===== config.mk =====
export PLATFORM = sky130hd
export DESIGN_NAME = vga_fb_arbiter
export DESIGN_NICKNAME = d
export VERILOG_FILES = /design/src/rtl/vga_pkg.sv /design/src/rtl/pixel_fifo.sv /design/src/rtl/vga_fb_arbiter.sv
export SDC_FILE = /design/constraint.sdc
export NUM_CORES = 1
export LEC_CHECK = 0
export CAP_MARGIN = 10
export CORE_ASPECT_RATIO = 1.75
export CORE_MARGIN = 4
export CORE_UTILIZATION = 39
export CTS_BUF_LIST = sky130_fd_sc_hd__clkbuf_4 sky130_fd_sc_hd__clkbuf_8 sky130_fd_sc_hd__clkbuf_16
export DETAILED_ROUTE_END_ITERATION = 8
export GPL_ROUTABILITY_DRIVEN = 0
export PLACE_DENSITY_LB_ADDON = 0.12
export SLEW_MARGIN = 30
export SYNTH_ARGS = -nofsm -noshare
export SYNTH_HDL_FRONTEND = slang
export SYNTH_SLANG_ARGS = --single-unit

===== constraint.sdc =====
create_clock -name clk -period 4.48 [get_ports clk]
set_input_delay 0.672 -clock clk [delete_from_list [all_inputs] [get_ports clk]]
set_output_delay 0.672 -clock clk [all_outputs]
set_load 0.005 [all_outputs]

===== src/rtl/vga_pkg.sv =====
// Shared framebuffer/VGA definitions: default geometry, pixel type, scan-out states.
package vga_pkg;

  localparam int DEF_H_PIXELS = 640;
  localparam int DEF_V_LINES  = 480;
  localparam int FB_PIXELS    = DEF_H_PIXELS * DEF_V_LINES;

  // One framebuffer pixel, packed {r,g,b}.
  typedef logic [2:0] rgb_t;

  typedef enum logic [1:0] {
    ST_FLUSH  = 2'd0,
    ST_STREAM = 2'd1,
    ST_DONE   = 2'd2
  } state_t;

endpackage


===== src/rtl/pixel_fifo.sv =====
// Small synchronous prefetch FIFO for display pixels; clear empties it in one cycle.
module pixel_fifo
  import vga_pkg::*;
#(
  parameter int DEPTH = 4
) (
  input  logic                   clk,
  input  logic                   reset_,
  input  logic                   clear,
  input  logic                   push,
  input  rgb_t                   din,
  input  logic                   pop,
  output rgb_t                   dout,
  output logic [$clog2(DEPTH):0] level,
  output logic                   empty,
  output logic                   full
);

  localparam int AW = $clog2(DEPTH);
  localparam int LW = AW + 1;

  rgb_t          mem [DEPTH];
  logic [AW-1:0] wr_ptr;
  logic [AW-1:0] rd_ptr;
  logic          do_push;
  logic          do_pop;

  assign empty   = (level == LW'(0));
  assign full    = (level == LW'(DEPTH));
  assign do_pop  = pop & ~empty;
  assign do_push = push & (~full | do_pop);
  assign dout    = mem[rd_ptr];

  // Pointer and occupancy bookkeeping; clear wins over a simultaneous push/pop.
  always_ff @(posedge clk or negedge reset_) begin
    if (!reset_) begin
      wr_ptr <= '0;
      rd_ptr <= '0;
      level  <= '0;
    end else if (clear) begin
      wr_ptr <= '0;
      rd_ptr <= '0;
      level  <= '0;
    end else begin
      if (do_push) wr_ptr <= wr_ptr + AW'(1);
      if (do_pop)  rd_ptr <= rd_ptr + AW'(1);
      level <= level + LW'(do_push) - LW'(do_pop);
    end
  end

  // Pixel storage, data only, no reset needed.
  always_ff @(posedge clk) begin
    if (do_push) mem[wr_ptr] <= din;
  end

endmodule


===== src/rtl/vga_fb_arbiter.sv =====
// Single-port framebuffer arbiter: prefetching display reads take priority over host writes.
module vga_fb_arbiter
  import vga_pkg::*;
#(
  parameter int         H_PIXELS      = DEF_H_PIXELS,
  parameter int         V_LINES       = DEF_V_LINES,
  parameter int         ADDR_W        = $clog2(FB_PIXELS),
  parameter int         FIFO_DEPTH    = 4,
  parameter int         LOW_WATER     = 2,
  parameter logic [2:0] UNDERFLOW_RGB = 3'd0
) (
  input  logic              clk,
  input  logic              reset_,
  input  logic              i_frame_start,
  input  logic              i_fetch_next_pixel,
  output logic [2:0]        o_pixel_rgb,
  output logic              o_underflow,
  input  logic              i_wr_valid,
  input  logic [ADDR_W-1:0] i_wr_addr,
  input  logic [2:0]        i_wr_data,
  output logic              o_wr_ready,
  output logic              o_mem_en,
  output logic              o_mem_we,
  output logic [ADDR_W-1:0] o_mem_addr,
  output logic [2:0]        o_mem_wdata,
  input  logic [2:0]        i_mem_rdata
);

  localparam int                LW      = $clog2(FIFO_DEPTH) + 1;
  localparam logic [ADDR_W-1:0] FB_PIX  = ADDR_W'(H_PIXELS * V_LINES);
  localparam logic [ADDR_W-1:0] FB_LAST = ADDR_W'(H_PIXELS * V_LINES - 1);

  state_t            state;
  state_t            state_nxt;
  logic [ADDR_W-1:0] rd_addr;
  logic              rd_vld_p1;
  logic [LW-1:0]     level;
  logic [LW-1:0]     occ;
  logic [LW-1:0]     occ_eff;
  logic              fifo_empty;
  logic              fifo_full;
  logic              pop;
  logic              push;
  logic              flush;
  logic              gate;
  logic              rd_req;
  logic              rd_grant;
  logic              wr_in_range;
  rgb_t              head;

  assign flush       = (state == ST_FLUSH);
  assign pop         = i_fetch_next_pixel & ~fifo_empty;
  // Read data returning in a restart cycle belongs to the old frame and is dropped.
  assign push        = rd_vld_p1 & ~i_frame_start;
  assign o_pixel_rgb = fifo_empty ? UNDERFLOW_RGB : head;

  pixel_fifo #(
    .DEPTH (FIFO_DEPTH)
  ) u_fifo (
    .clk    (clk),
    .reset_ (reset_),
    .clear  (flush),
    .push   (push),
    .din    (rgb_t'(i_mem_rdata)),
    .pop    (pop),
    .dout   (head),
    .level  (level),
    .empty  (fifo_empty),
    .full   (fifo_full)
  );

  // Slot arbitration: display reads win while the prefetch is running low or the host is idle.
  always_comb begin
    occ         = level + LW'(rd_vld_p1);
    occ_eff     = occ - LW'(pop);
    gate        = reset_ & ~i_frame_start;
    rd_req      = (state == ST_STREAM) && (occ_eff < LW'(FIFO_DEPTH)) && !(fifo_full && !pop);
    rd_grant    = gate & rd_req & ((occ_eff < LW'(LOW_WATER)) | ~i_wr_valid);
    o_wr_ready  = gate & i_wr_valid & ~rd_grant;
    wr_in_range = (i_wr_addr < FB_PIX);
    o_mem_we    = o_wr_ready & wr_in_range;
    o_mem_en    = rd_grant | o_mem_we;
    o_mem_addr  = rd_grant ? rd_addr : i_wr_addr;
    o_mem_wdata = i_wr_data;
  end

  // Next-state logic; a frame restart overrides every state.
  always_comb begin
    state_nxt = state;
    case (state)
      ST_FLUSH:  state_nxt = ST_STREAM;
      ST_STREAM: if (rd_grant && (rd_addr == FB_LAST)) state_nxt = ST_DONE;
      ST_DONE:   state_nxt = ST_DONE;
      default:   state_nxt = ST_FLUSH;
    endcase
    if (i_frame_start) state_nxt = ST_FLUSH;
  end

  // State, scan address, read-in-flight flag and sticky underflow.
  always_ff @(posedge clk or negedge reset_) begin
    if (!reset_) begin
      state       <= ST_FLUSH;
      rd_addr     <= '0;
      rd_vld_p1   <= 1'b0;
      o_underflow <= 1'b0;
    end else begin
      state     <= state_nxt;
      rd_vld_p1 <= rd_grant;
      if (flush)         rd_addr <= '0;
      else if (rd_grant) rd_addr <= rd_addr + ADDR_W'(1);
      // A fetch on an empty FIFO during flush still counts for the new frame.
      o_underflow <= (o_underflow & ~flush) | (i_fetch_next_pixel & fifo_empty);
    end
  end

endmodule

==> results of run 1 <==
[worst max path at each step]
stage                          end  slack, ps  depth (start not counted)
floorplan            o_mem_addr[4]        970                         13
CTS                  o_mem_addr[6]        150                         12
global placement    o_mem_addr[17]        180                         12
global route         o_mem_addr[6]         20                         12
finish               o_mem_addr[1]        210                         12
detailed placement  o_mem_addr[18]        160                         12
[per-layer routing]
layer  wire, um  GRT usage [%]  part of all wire, %  vias to the layer above
li1           -              -                    -                     1023
met1       2250           16.4                   38                      962
met2       3390           30.9                   58                       37
met3        168           2.34                  2.9                        6
met4         76           5.35                  1.3                        0
met5          0              0                    0                        -
[cell type report]
type	count	area (um^2)	share of cell area [%]
multi-input combinational	201	1330	39.6
clock inverter	3	63.8	1.90
inverter	15	58.8	1.76
clock buffer	5	125	3.73
sequential	42	1110	33.2
timing repair buffer	57	562	16.8
tap	82	103	3.06
[through the flow]
stage | hold WS (ps) | instances | utilization, % | power (uW) | setup slack [ps]
after CTS | 499 | 405 | 51.5 | 1490 | 151
after global routing | 520 | 405 | 51.6 | 1560 | 16.4
after global placement | 472 | 397 | 48.6 | 1010 | 175
after floorplan | 376 | 273 | - | 813 | 967
final | 494 | 405 | 51.6 | 1470 | 215
after detailed placement | 485 | 397 | 48.6 | 1020 | 162
[worst max-delay path, delay by kind of cell]
family,cells,cell delay (ps)
xor gates and xnor gates,1,170
adders and majority gates,2,680
and+or+nand+nor,5,550
buffers and inverters,3,1200
AOI/OAI and AO/OA,1,300
[registers in the layout, summed over array words and instances (netlist names)]
name,cells
rd_addr,19
u_fifo.mem,12
u_fifo.level,3
state,2
u_fifo.rd_ptr,2
u_fifo.wr_ptr,2
o_underflow,1
rd_vld_p1,1
[layout by cell type (no fill, tap or decap), types with 3 or more instances in the layout]
cell type,count
nand3_1,6
inv_1,14
nor4_1,6
clkbuf_16,5
a21oi_1,9
dfrtp_1,30
nor2b_1,8
nand4_1,7
nand2_1,64
clkdlybuf4s50_1,52
o21ai_0,7
nor2_1,19
a31o_1,3
and3_1,3
buf_4,4
mux4_2,3
ha_1,10
and2_1,5
or3_1,3
edfxtp_1,12
xnor2_1,14
nand2b_1,3
nor3_1,3
[power by group through the flow]
stage          Sequential (uW)  Combinational, uW  Clock [uW]
5_1_grt                    472                601         490
2_1_floorplan              450                363           0
4_1_cts                    466                551         470
6_report                   465                542         461
3_3_place_gp               473                537           0
3_5_place_dp               474                549           0
[kinds of logic (layout without fill, tap and decap cells)]
logic type / Yosys count / count (layout) / share of synthesized area [%]
mux: 4 / 4 / 3.01
fa+ha+maj: 13 / 13 / 6.88
simple gates: 138 / 138 / 26.9
flops: 42 / 42 / 43.0
buf+inv: 30 / 80 / 5.62
xor+xnor: 17 / 17 / 6.06
compound gates: 29 / 29 / 8.48
[repair_timing]
action,CTS,global route
endpoints found under the setup margin,0,12
setup buffers,0,0
resized for setup,0,3
==> reports/metrics.cfg, run 1 <==
[final_layout]
fin_nets = 365
stdcell_area_um2 = 3350
drive_above_1_share_pct = 8.67
syn2layout_area_growth_pct = 29.8
n_fill_cell = 613
diodes = 0

[global_route]
antenna_found_initial = 0
grt.total_usage_pct = 15.6
overflow = 0
grt_start_max_net_pins = 31
grt_pass1_vias = 2123
grt_pass1_wl_um = 9980

[job]
maxCapViolations = 0

[clocking]
clkLatencyLatePin_ps = 280
clk_pin_slew_ps = 60
cts_sinks = 42
cts-buffers-inserted = 5
cts_root_buf = clkbuf_16
h-tree-depth = 2
ctsHoldBuffers = 0
cts_tree = yes
cts.path.max_buffers = 2

[routing]
drt-vias-per-instance = 5.01
routedWlPerCell_um = 14.5
drc_errors = 0
drtPass1Iterations = 4
drt-initial-drc-count = 70
drt_wl_total_um = 5890
vias = 2028
postRouteAntennaNets = 0

[sta]
relSlewSlack_pct = 61.5
worst_pin_slew_ps = 577
final_max_slew_viol_count = 0
finalSetupTns_ps = 0
min_period_over_period_pct = 95.2
setup_violations = 0
grt_setup_unrepaired = false
clock_skew_ps = 3.19
fin_crit_ps = 4270
max_freq_mhz = 234
hold_viol_final = 0

[critical_path]
worstPathMaxFanout = 24
start_kind = primary input
reg2regPathDepth = 11
r2r-start = u_fifo.level[1]
path_cells = clkdlybuf4s50_1, nor2b_1, ha_1, nand2b_1, fa_1, xnor2_2, o2111a_2, nand2_2, buf_6, nand2_1, nand2_1, clkdlybuf4s50_1
r2r_slack_ps = 1390
critPathSlowestCell = clkdlybuf4s50_1
worstPathRequired_ps = 3810
r2r_end = rd_addr[9]
end_kind = output port
critPathLaunch = i_fetch_next_pixel
crit_type = in2out
cpPeakStageDelay_ps = 510
worstPathArrival_ps = 3590

[synth]
seq_area_frac_synth_pct = 43.0
synth.most_common_cell = nand2_1
syn-mean-instance-area_um2 = 9.46
synthDominantCellAreaShare_pct = 29.1
yosysWarnings = 0
syn_inst = 273
synthTopCellsByArea = dfrtp_1, edfxtp_1, nand2_1
synth_edf_count = 12
synth_flop_cell = dfrtp_1
yosys_register_bits = 42
yosysTopAreaCell = dfrtp_1
ys_types = 47
netlist_area_um2 = 2580
async_flop_share_pct = 71.4
synth_fp_nets = 316
synth_commonest_cells = nand2_1, dfrtp_1, nor2_1

[place]
port_buffers = 52
dp_hpwl_um = 4420
dpl-instance-area_um2 = 3160

[die]
initial_core_util_pct = 39.8
coreArea_um2 = 6490
ios = 59
die_w_um = 69.5
die_h_um = 116
row_count = 39
die_area_um2 = 8040

[power]
clockPowerShare_pct = 31.4
swShare_pct = 30.9
p_comb_share_pct = 36.9
seqPwrFrac_pct = 31.7
p_int_uw = 1020
leakage_uw = 0.00134
ir_worst_vdd_v = 0.000308
p_sw_uw = 453
p_per_area_nw_per_um2 = 438

[min_path]
hold_path_depth = 1
holdCritStartpoint = state[1]
hold_class = reg2reg
hold_path_end = state[1]

[outcome]
status = completed

No activity file was read; power rests on OpenSTA's default activity.
==> run 2, diff against run 1 <==
--- a/config.mk
+++ b/config.mk
@@ -13,7 +13,7 @@
 export DETAILED_ROUTE_END_ITERATION = 8
 export GPL_ROUTABILITY_DRIVEN = 0
 export PLACE_DENSITY_LB_ADDON = 0.12
-export SLEW_MARGIN = 30
+export SLEW_MARGIN = 20
 export SYNTH_ARGS = -nofsm -noshare
 export SYNTH_HDL_FRONTEND = slang
 export SYNTH_SLANG_ARGS = --single-unit
==> reports/metrics.cfg, run 2 (same netlist as run 1, synthesis figures left out) <==
[critical_path]
crit_type = in2out
worstPathMaxFanout = 24  ; unchanged
worstPathRequired_ps = 3810  ; about the same
start_kind = primary input
end_kind = output port
worstPathArrival_ps = 3590  ; about the same
reg2regPathDepth = 11  ; unchanged

[clocking]
cts_root_buf = clkbuf_16
cts_resized = 0  ; unchanged
clk_pin_slew_ps = 60  ; about the same
cts_sinks = 42  ; unchanged
ctsHoldBuffers = 0  ; unchanged
cts-buffers-inserted = 5  ; unchanged
cts_tree = yes
h-tree-depth = 2  ; unchanged
postCtsSetupBuffers = 0  ; unchanged
clkLatencyLatePin_ps = 280  ; about the same
cts.path.max_buffers = 2  ; unchanged

[sta]
setup_violations = 0  ; unchanged
grt_setup_unrepaired = false
finalSetupTns_ps = 0  ; unchanged
fin_crit_ps = 4270  ; -0.0240 ps
relSlewSlack_pct = 28.2  ; -33 points
min_period_over_period_pct = 95.2  ; about the same
max_freq_mhz = 234  ; about the same
hold_viol_final = 0  ; unchanged
worst_pin_slew_ps = 1080  ; +500 ps
final_max_slew_viol_count = 0  ; unchanged
holdWs_ps = 494  ; unchanged
clock_skew_ps = 3.19  ; unchanged

[place]
dp_hpwl_um = 4420  ; about the same
port_buffers = 52  ; unchanged

[routing]
vias = 2028  ; unchanged
routedWlPerCell_um = 14.5  ; about the same
postRouteAntennaNets = 0  ; unchanged
drt-vias-per-instance = 5.01  ; unchanged
drtPass1Iterations = 4  ; unchanged
drt_wl_total_um = 5890  ; about the same
drc_errors = 0  ; unchanged
drt-initial-drc-count = 69  ; -1.4%

[global_route]
grt.total_usage_pct = 15.6  ; unchanged
grt_pass1_vias = 2123  ; unchanged
antenna_found_initial = 0  ; unchanged
grt_pass1_wl_um = 9980  ; unchanged
grt_start_max_net_pins = 31  ; unchanged
overflow = 0  ; unchanged

[power]
ir_worst_vdd_v = 0.000308  ; about the same
p_per_area_nw_per_um2 = 438  ; -0.12%
leakage_uw = 0.00134  ; about the same

[min_path]
hold_path_depth = 1  ; unchanged
hold_class = reg2reg

[final_layout]
layout_commonest_cell = nand2_1
mostFrequentLayoutCells = nand2_1, clkdlybuf4s50_1, dfrtp_1
fin_nets = 365  ; unchanged
diodes = 0  ; unchanged
largest-register = rd_addr
final_util_pct = 51.6  ; about the same
largest_register_ffs = 19  ; unchanged
syn2layout_area_growth_pct = 29.7  ; about the same
drive_above_1_share_pct = 8.36  ; -0.31 points
n_fill_cell = 615  ; +0.33%
reg_top3 = rd_addr: 19 flops, u_fifo.mem: 12 flops, u_fifo.level: 3 flops

[die]
die_area_um2 = 8040  ; unchanged
row_count = 39  ; unchanged
initial_core_util_pct = 39.8  ; unchanged
die_w_um = 69.5  ; unchanged
coreArea_um2 = 6490  ; unchanged
ios = 59  ; unchanged
die_h_um = 116  ; unchanged

[outcome]
status = completed

[job]
maxCapViolations = 0  ; unchanged

-- run 2: worst paths after layout --
kind                               startpoint  slack (ps)       endpoint
setup / recovery           i_fetch_next_pixel         210  o_mem_addr[1]
hold reg to reg                      state[1]         490       state[1]
setup reg to reg              u_fifo.level[1]        1370     rd_addr[9]
hold / removal                       state[1]         490       state[1]
min in group asynchronous              reset_         820       state[0]
max in group asynchronous              reset_        3360     rd_addr[6]
-- run 2: per-layer routing --
layer  track usage, %  up-vias  share of wire [%]
met5                0        -                  0
met4             5.35        0                1.3
met3             2.34        6                2.9
met2             30.9       37                 58
met1             16.4      962                 38
li1                 -     1023                  -
-- run 2: per-stage QoR --
stage | power, uW | instances | worst slack, ps | cell area (um^2)
2_1_floorplan | 813 | 273 | 967 | 2580
3_3_place_gp | 1010 | 397 | 175 | 3150
3_5_place_dp | 1020 | 397 | 162 | 3150
4_1_cts | 1480 | 405 | 151 | 3340
5_1_grt | 1560 | 405 | 16.4 | 3350
6_report | 1470 | 405 | 215 | 3350
-- run 2: power breakdown --
group / switching, uW / internal [uW] / total, uW
logic: 269 / 270 / 539
clock network: 144 / 317 / 461
registers: 39.7 / 426 / 465
-- run 2: final cells by class --
class,instances,area [um^2],share of cell area (%)
Tap cell,82,103,3.06
Multi-Input combinational cell,201,1330,39.6
Sequential cell,42,1110,33.2
Clock inverter,3,63.8,1.91
Inverter,15,58.8,1.76
Timing Repair Buffer,57,562,16.8
Clock buffer,5,125,3.74
-- run 2: worst max-delay path: stages --
cell and delay, ps:
clkdlybuf4s50_1 480, nor2b_1 140, ha_1 220, nand2b_1 150, fa_1 460, xnor2_2 170, o2111a_2 300, nand2_2 110
buf_6 210, nand2_1 80, nand2_1 70, clkdlybuf4s50_1 510
==> run 3, diff against run 2 <==
--- a/config.mk
+++ b/config.mk
@@ -8,7 +8,7 @@
 export CAP_MARGIN = 10
 export CORE_ASPECT_RATIO = 1.75
 export CORE_MARGIN = 4
-export CORE_UTILIZATION = 39
+export CORE_UTILIZATION = 40
 export CTS_BUF_LIST = sky130_fd_sc_hd__clkbuf_4 sky130_fd_sc_hd__clkbuf_8 sky130_fd_sc_hd__clkbuf_16
 export DETAILED_ROUTE_END_ITERATION = 8
 export GPL_ROUTABILITY_DRIVEN = 0
==> reports/metrics.cfg, run 3 (same netlist as run 1, synthesis figures left out) <==
[critical_path]
path_cells = clkdlybuf4s50_1, nor2b_1, ha_1, nand2b_1, fa_1, xnor2_2, o2111a_2, nand2_2, buf_6, o21ai_0, clkdlybuf4s50_1
worstPathMaxFanout = 24  ; unchanged
worstPathRequired_ps = 3810  ; about the same
path_delay_family = buffers and inverters
crit_type = in2out
start_kind = primary input
worstPathArrival_ps = 3660  ; +70 ps
r2r_slack_ps = 1390  ; +20 ps
end_kind = output port
crit_top_cell = clkdlybuf4s50_1
critPathSlowestCell = clkdlybuf4s50_1
cpPeakStageDelay_ps = 540  ; +30 ps
cp_num_buf_inv = 3  ; unchanged

[sta]
fin_crit_ps = 4330  ; +67.1 ps
finalSetupTns_ps = 0  ; unchanged
worst_pin_slew_ps = 1040  ; -38.2 ps
final_max_slew_viol_count = 0  ; unchanged
clock_skew_ps = 11.6  ; +8.43 ps
grt_setup_unrepaired = false
relSlewSlack_pct = 30.7  ; +2.5 points
hold_viol_final = 0  ; unchanged
min_period_over_period_pct = 96.7  ; +1.5 points
max_freq_mhz = 231  ; -1.5%
setup_violations = 0  ; unchanged
setup_slack_ps = 148  ; -67.1 ps

[clocking]
cts_resized = 0  ; unchanged
cts-buffers-inserted = 5  ; unchanged
h-tree-depth = 2  ; unchanged
clk_pin_slew_ps = 90  ; +30 ps
cts_sinks = 42  ; unchanged
ctsHoldBuffers = 0  ; unchanged
cts_tree = yes
cts_root_buf = clkbuf_8
clkLatencyLatePin_ps = 300  ; +20 ps
postCtsSetupBuffers = 0  ; unchanged
cts.path.max_buffers = 2  ; unchanged

[final_layout]
layout_commonest_cell = nand2_1
largest-register = rd_addr
largest_register_ffs = 19  ; unchanged
n_fill_cell = 611  ; -0.65%
fin_nets = 365  ; unchanged
mostFrequentLayoutCells = nand2_1, clkdlybuf4s50_1, dfrtp_1
syn2layout_area_growth_pct = 26.7
diodes = 0  ; unchanged
drive_above_1_share_pct = 8.67  ; +0.31 points
ff_latch_area_um2 = 1110  ; unchanged
reg_top3 = rd_addr: 19 flops, u_fifo.mem: 12 flops, u_fifo.level: 3 flops
multi_input_area_um2 = 1330  ; unchanged

[routing]
dr.max_layer_used = met4
wl_met1_um = 2170  ; -3.6%
drtPass1Iterations = 4  ; unchanged
wl_met2_um = 3190  ; -5.9%
vias = 2008  ; -0.99%
drc_errors = 0  ; unchanged
postRouteAntennaNets = 0  ; unchanged
routedWlPerCell_um = 14.0  ; -3.6%
wl_met3_um = 194  ; +15%
drt_wl_total_um = 5650  ; -4.1%
drt-vias-per-instance = 4.98  ; -0.49%
drt-initial-drc-count = 57  ; -17%

[power]
ir_worst_vdd_v = 0.000268  ; -13%
p_comb_share_pct = 41.6  ; +4.8 points
leakage_uw = 0.00130  ; -3.0%
p_int_uw = 853  ; -16%
swShare_pct = 34.0  ; +3.1 points
seqPwrFrac_pct = 35.2  ; +3.5 points
clockPowerShare_pct = 23.2  ; -8.3 points
p_per_area_nw_per_um2 = 395  ; -9.7%
p_sw_uw = 440  ; -2.8%

[global_route]
grt_pass1_wl_um = 9390  ; -5.9%
grt_start_max_net_pins = 31  ; unchanged
antenna_found_initial = 0  ; unchanged
grt.total_usage_pct = 15.9  ; +0.36 points
overflow = 0  ; unchanged
grt_pass1_vias = 2046  ; -3.6%

[outcome]
status = completed

[die]
coreArea_um2 = 6230  ; -4.0%
row_count = 38  ; -2.6%
initial_core_util_pct = 41.4  ; +1.7 points
die_w_um = 68.7  ; -1.1%
ios = 59  ; unchanged
die_area_um2 = 7850  ; -2.3%
die_h_um = 114  ; -1.2%

[place]
dp_hpwl_um = 4330  ; -1.9%
place_ws_ps = 81.3  ; -81.1 ps
port_buffers = 52  ; unchanged

[job]
maxCapViolations = 0  ; unchanged

[min_path]
hold_class = reg2reg

## run 3: cell count changes in the layout (fill, tap and decap cells not counted), sizes merged
cell      before  now
clkinvlp       0    2
clkinv         1    0
bufinv         2    1
## run 3: worst paths after layout
path | startpoint | to | cells past startpoint
max | i_fetch_next_pixel | o_mem_addr[13] | 11
min | state[1] | state[1] | 1
max reg2reg | u_fifo.level[2] | rd_addr[10] | 10
min reg2reg | state[1] | state[1] | 1
max in group asynchronous | reset_ | rd_addr[10] | 2
min in group asynchronous | reset_ | state[1] | 2
## run 3: worst reg2reg max path: stages (launching register included)
cell,delay [ps]
dfrtp_1,500
nor3_1,290
nor2b_1,80
ha_1,270
nand2b_1,160
fa_1,470
nand2b_1,210
o211a_1,280
nor4_1,440
xnor2_1,170
nor2_1,50
## run 3: power groups by stage
stage / registers, uW / logic, uW / clock network, uW
2_1_floorplan: 450 / 363 / 0
3_3_place_gp: 464 / 536 / 0
3_5_place_dp: 463 / 546 / 0
4_1_cts: 456 / 549 / 306
5_1_grt: 462 / 605 / 325
6_report: 455 / 538 / 300
## run 3: through the flow
step	area (um^2)	hold WS, ps	total power [uW]	util [%]	std cells
floorplan	2580	376	813	-	273
global placement	3150	476	1000	50.6	395
detailed placement	3150	486	1010	50.6	395
CTS	3260	509	1310	52.4	403
global route	3270	551	1390	52.5	403
finish	3270	507	1290	52.5	403
## run 3: per-layer routing
layer | track usage, % | up-vias
li1 | - | 1010
met1 | 16.9 | 960
met2 | 29.9 | 31
met3 | 2.85 | 7
met4 | 5.47 | 0
met5 | 0 | -
## run 3: cell type report
cell class              count  area share, %
clock buffers               5           2.10
repair buffers             57           17.2
clock inverters             3           1.38
multi-input cells         201           40.5
well taps                  80           3.06
flip-flops and latches     42           34.0
inverters                  15           1.80
